### src/rtl/kbd_rx_buffer.sv
// kbd_rx_buffer: receives ASCII bytes from a keyboard driver over a 4-phase
// req/ack handshake and queues them in a FIFO that the CPU pops. A level
// interrupt is raised while bytes are waiting and the CPU has it enabled.
module kbd_rx_buffer #(
  parameter int DEPTH = 16,
  parameter int AW    = 4
) (
  input  logic          clk,
  input  logic          rst,
  input  logic          kbd_int_req,
  input  logic [7:0]    kbd_data,
  output logic          kbd_int_ack,
  input  logic          rd_en,
  input  logic          flush,
  input  logic          int_en,
  output logic [7:0]    rd_data,
  output logic          empty,
  output logic          full,
  output logic [AW:0]   count,
  output logic          cpu_int
);

  localparam logic [0:0]    ST_IDLE  = 1'b0;
  localparam logic [0:0]    ST_ACK   = 1'b1;
  localparam logic [AW-1:0] PTR_ONE  = AW'(1'b1);
  localparam logic [AW:0]   CNT_ONE  = (AW+1)'(1'b1);
  localparam logic [AW:0]   CNT_FULL = (AW+1)'(DEPTH);

  logic [7:0]    mem [DEPTH];
  logic          req_meta_r;
  logic          req_s;
  logic [0:0]    state_r;
  logic          ack_r;
  logic [AW-1:0] wr_ptr_r;
  logic [AW-1:0] rd_ptr_r;
  logic [AW:0]   count_r;
  logic          empty_r;
  logic          full_r;
  logic [7:0]    rd_data_r;

  logic          do_write_s;
  logic          do_pop_s;
  logic [AW:0]   count_next_s;
  logic [7:0]    rd_data_next_s;

  // Capture and pop qualification, next occupancy and next head byte.
  always_comb begin
    do_write_s     = (state_r == ST_IDLE) && req_s && !full_r && !flush;
    do_pop_s       = rd_en && !empty_r && !flush;
    count_next_s   = count_r;
    rd_data_next_s = rd_data_r;
    if (flush) begin
      count_next_s = '0;
    end else if (do_write_s && !do_pop_s) begin
      count_next_s = count_r + CNT_ONE;
    end else if (do_pop_s && !do_write_s) begin
      count_next_s = count_r - CNT_ONE;
    end else begin
      count_next_s = count_r;
    end
    // Head byte: next stored entry on a pop, the incoming byte when it
    // becomes the head, otherwise hold (keeps the last popped byte).
    if (flush) begin
      rd_data_next_s = rd_data_r;
    end else if (do_pop_s) begin
      if (count_r > CNT_ONE) begin
        rd_data_next_s = mem[rd_ptr_r + PTR_ONE];
      end else if (do_write_s) begin
        rd_data_next_s = kbd_data;
      end else begin
        rd_data_next_s = rd_data_r;
      end
    end else if (do_write_s && empty_r) begin
      rd_data_next_s = kbd_data;
    end else begin
      rd_data_next_s = rd_data_r;
    end
  end

  // Two-flop synchronizer for the asynchronous keyboard request.
  always_ff @(posedge clk or posedge rst) begin
    if (rst) begin
      req_meta_r <= 1'b0;
      req_s      <= 1'b0;
    end else begin
      req_meta_r <= kbd_int_req;
      req_s      <= req_meta_r;
    end
  end

  // Handshake FSM: acknowledge on capture, release once the request drops.
  always_ff @(posedge clk or posedge rst) begin
    if (rst) begin
      state_r <= ST_IDLE;
      ack_r   <= 1'b0;
    end else begin
      case (state_r)
        ST_IDLE: begin
          if (do_write_s) begin
            state_r <= ST_ACK;
            ack_r   <= 1'b1;
          end
        end
        ST_ACK: begin
          if (!req_s) begin
            state_r <= ST_IDLE;
            ack_r   <= 1'b0;
          end
        end
        default: begin
          state_r <= ST_IDLE;
          ack_r   <= 1'b0;
        end
      endcase
    end
  end

  // Pointers, occupancy, flags and head byte; flush wins over write/pop.
  always_ff @(posedge clk or posedge rst) begin
    if (rst) begin
      wr_ptr_r  <= '0;
      rd_ptr_r  <= '0;
      count_r   <= '0;
      empty_r   <= 1'b1;
      full_r    <= 1'b0;
      rd_data_r <= 8'h00;
    end else begin
      if (flush) begin
        wr_ptr_r <= '0;
        rd_ptr_r <= '0;
      end else begin
        if (do_write_s) begin
          wr_ptr_r <= wr_ptr_r + PTR_ONE;
        end
        if (do_pop_s) begin
          rd_ptr_r <= rd_ptr_r + PTR_ONE;
        end
      end
      count_r   <= count_next_s;
      empty_r   <= (count_next_s == '0);
      full_r    <= (count_next_s == CNT_FULL);
      rd_data_r <= rd_data_next_s;
    end
  end

  // FIFO storage; contents are not reset, only pointers and flags are.
  always_ff @(posedge clk) begin
    if (do_write_s) begin
      mem[wr_ptr_r] <= kbd_data;
    end
  end

  assign kbd_int_ack = ack_r;
  assign rd_data     = rd_data_r;
  assign empty       = empty_r;
  assign full        = full_r;
  assign count       = count_r;
  assign cpu_int     = int_en & ~empty_r;

endmodule
### config.mk
export PLATFORM = sky130hd
export DESIGN_NAME = kbd_rx_buffer
export DESIGN_NICKNAME = d
export VERILOG_FILES = /design/src/rtl/kbd_rx_buffer.sv
export SDC_FILE = /design/constraint.sdc
export NUM_CORES = 1
export LEC_CHECK = 0
export ABC_AREA = 1
export BUFFER_PORTS_ARGS = -buffer_cell sky130_fd_sc_hd__buf_2
export CORE_UTILIZATION = 40
export CTS_CLUSTER_SIZE = 12
export DETAILED_ROUTE_END_ITERATION = 8
export GPL_TIMING_DRIVEN = 0
export MAX_ROUTING_LAYER = met4
export PLACE_DENSITY_LB_ADDON = 0.12
export SLEW_MARGIN = 20
export SYNTH_ARGS = -nofsm -noshare
export SYNTH_HDL_FRONTEND = slang
export SYNTH_SLANG_ARGS = --single-unit
### constraint.sdc
create_clock -name clk -period 2 [get_ports clk]
set_input_delay 0.2 -clock clk [delete_from_list [all_inputs] [get_ports clk]]
set_output_delay 0.2 -clock clk [all_outputs]
set_load 0.005 [all_outputs]
==> results.md <==
- Antenna Cells: 0
- Slew HR: 53.2%
- Die height: 132 µm
- Final Critical Period: 1.98 ns
- CP most frequent cell: nand2_1
- Slew Limit Fails: 0
- # setup viols final: 0
- Max Clock Freq: 0.505 GHz
- Power per Cell Area: 1140 nW/µm²
- Commonest non-fill, non-tap cell in the layout: nor2_1
- WP data arrival: 2.03 ns
- Instance count of the mapped netlist: 631
- Die area: 17500 µm²
- Largest net degree at the start of global routing: 28
- Iter 0 DRT Violations: 302
- Post-DR wirelength/cell: 17.6 µm
- Port bufs: 30
- Synth-to-Final Area Change: 17.1%
- Most used DFF post-synth: edfxtp_1
- Asr flop ratio synth: 17.4%
- Hpwl dp: 11200 µm
- Clock Skew: 0.0117 ns
- Status: finished, final reports clean
- Synth Warn #: 0
- Post-Synth Simple-Gate Area: 21.2%
- CTS tree: done
- Share of cells above drive strength 1: 18.3%
- Commonest non-fill, non-tap cells in the layout: nor2_1, edfxtp_1, nand2_1
- Tcrit/Tclk final: 98.9%
- Pre-antenna DRT Iters: 5
- Compound-Gate Fraction of Synth Area: 5.58%
- Worst-Skew Late Latency: 0.42 ns
- Syn avg cell area: 10.7 µm²
- Max-Cap Viols: 0
- Yosys cell types: 36
- Power Total: 9.06 mW
- Starting Density: 40.9%
- CP Cell Sequence: inv_2 > nand2_1 > nor2_2 > nand2_1 > nor2_1
- Multiplexer share of the synthesized area: 0%
- IO Count: 31
- Final nets: 707
- Clk sink count: 155
- Root Driver: clkbuf_16
- Max clock buf depth: 2
- Number of remaining DRC errors: 0
- Post-Layout Cell Count: 918
- Startpoint types: register
- Die X-Extent: 132 µm
- Design area: 7940 µm²
- Tot GR Track Use: 20.4%
- Net count after synthesis: 653
- Slew @ Worst Pin: 0.699 ns
- Crit-path leading delay family: simple AND/OR/NAND/NOR gates
- Vias in the first global route: 4591
- Global-route wire length before repair: 25600 µm
- Number of fill cells in the layout: 1550
- Final Hold Viols: 0
- Crit. End Element: register
- GPL Wtd Cong: 0.884
- Adder-Cell Fraction of Synth Area: 1.48%
- Leakage power: 3.02 nW
- RSZ-0062 raised after global routing: true
- Register area share after synthesis: 66.7%
- Worst path bufs/invs: 1
- Maximum VDD drop: 0.000628 V
- HP Class: in2reg
- Worst EP required: 2.05 ns
- Core ar.: 16600 µm²
- H-tree levels: 4
- Post-synthesis cell area: 6780 µm²
- CTS clock-pin slew for the worst setup and hold paths: 0.06 ns
- Flops & latches, synth: 155
- Total gr overflow: 0
- Slowest CP cell: nor2_1
- WL final: 16100 µm
- Cells after DPL: 881
- CTS Buf Count: 17
- Max FO, Critical Path: 8
- Vias: 4606
- Synth Area in XOR/XNOR: 1.07%
- CP Class: reg2reg
- Dpl cell area: 7200 µm²
- Final ANT Viol Nets: 0
- Initial antenna violation count: 0
- Largest family of logic cells by synthesized area: simple AND/OR/NAND/NOR gates
- Worst path max stage delay: 0.61 ns
- Std cell rows: 47
- Number of synthesized flops with an enable pin: 128
- Vias per Instance: 5.02
[layout make-up]
cell class,instances,area [µm²],area share [%]
Buffer,27,211,2.66
Multi-Input combinational cell,422,2060,26.0
Clock inverter,13,131,1.66
Timing Repair Buffer,35,193,2.43
Inverter,27,111,1.40
Sequential cell,155,4520,57.0
Tap cell,220,275,3.47
Clock buffer,19,433,5.45
[state kept, by name (all words and copies together), names as in the netlist]
register	flops
full	1
wr_ptr_r	4
req_s	1
count	5
state_r	1
rd_data	8
empty	1
rd_ptr_r	4
mem	128
kbd_int_ack	1
req_meta_r	1
[kinds of logic (layout without fill, tap and decap cells)]
logic type               after synthesis  in the layout
XOR/XNOR                               4              4
buffers and inverters                 54            121
flip-flops                           155            155
AO/OA/AOI/OAI                         73             73
AND/OR/NAND/NOR                      337            337
adder cells (fa/ha/maj)                8              8
[layer usage]
layer	track usage, %	vias up	wire (µm)
met2	32.0	103	7670
met1	26.2	2220	7420
met5	-	-	0
met3	4.19	23	640
met4	7.66	0	402
li1	-	2260	-
[report_power, final]
part	internal, mW	leakage, nW	switching, mW
combinational	0.783	1.24	1.41
sequential	3.67	1.50	0.106
clock	1.92	0.277	1.17
[worst register-to-register path: cells and delay by family, from the launching register on]
| family | cells | cell delay [ns] |
|---|---|---|
| buffers and inverters | 1 | 0.08 |
| and+or+nand+nor | 4 | 1.14 |
| DFF | 1 | 0.39 |
[synthesized netlist by cell type, types with 8 or more instances]
cell / instances / share of area (%)
clkbuf_1: 9 / 0.50
ha_1: 8 / 1.5
inv_2: 8 / 0.44
o21ai_0: 50 / 3.7
nor2_1: 154 / 8.5
nand2_1: 96 / 5.3
inv_1: 17 / 0.94
buf_2: 8 / 0.59
o21ai_1: 15 / 1.1
edfxtp_1: 128 / 57
dfrtp_1: 26 / 9.6
nand3_1: 70 / 5.2
[through the flow]
step / hold WS (ns) / util [%] / setup slack [ns] / setup TNS, ns
global route: 0.204 / 47.9 / -0.127 / -2.07
global placement: 0.307 / 43.4 / -0.244 / -18.01
floorplan: 0.231 / - / 0.347 / 0
detailed placement: 0.309 / 43.4 / -0.284 / -22.05
finish: 0.189 / 47.9 / 0.0212 / 0
CTS: 0.0650 / 47.1 / -0.0458 / -0.743
[path summary, 6_finish.rpt]
path                       startpoint          end  slack [ns]  cells past startpoint
min reg2reg                req_meta_r        req_s        0.36                      0
max                           state_r    mem[3][2]        0.02                      5
min in group asynchronous         rst   rd_data[4]        0.40                      3
max in group asynchronous         rst  rd_ptr_r[3]        1.21                      3
min                             rd_en  rd_ptr_r[3]        0.19                      3
max reg2reg                   state_r    mem[3][2]        0.02                      5
[timing repair]
action | in CTS | in global routing
pin swaps | 0 | 5
setup buffers | 1 | 2
setup endpoints to repair | 48 | 104
hold buffers | 1 | 1
gates resized for setup | 14 | 40
endpoints found under the hold margin | 1 | 26
Power figures use the tool's default switching activity.
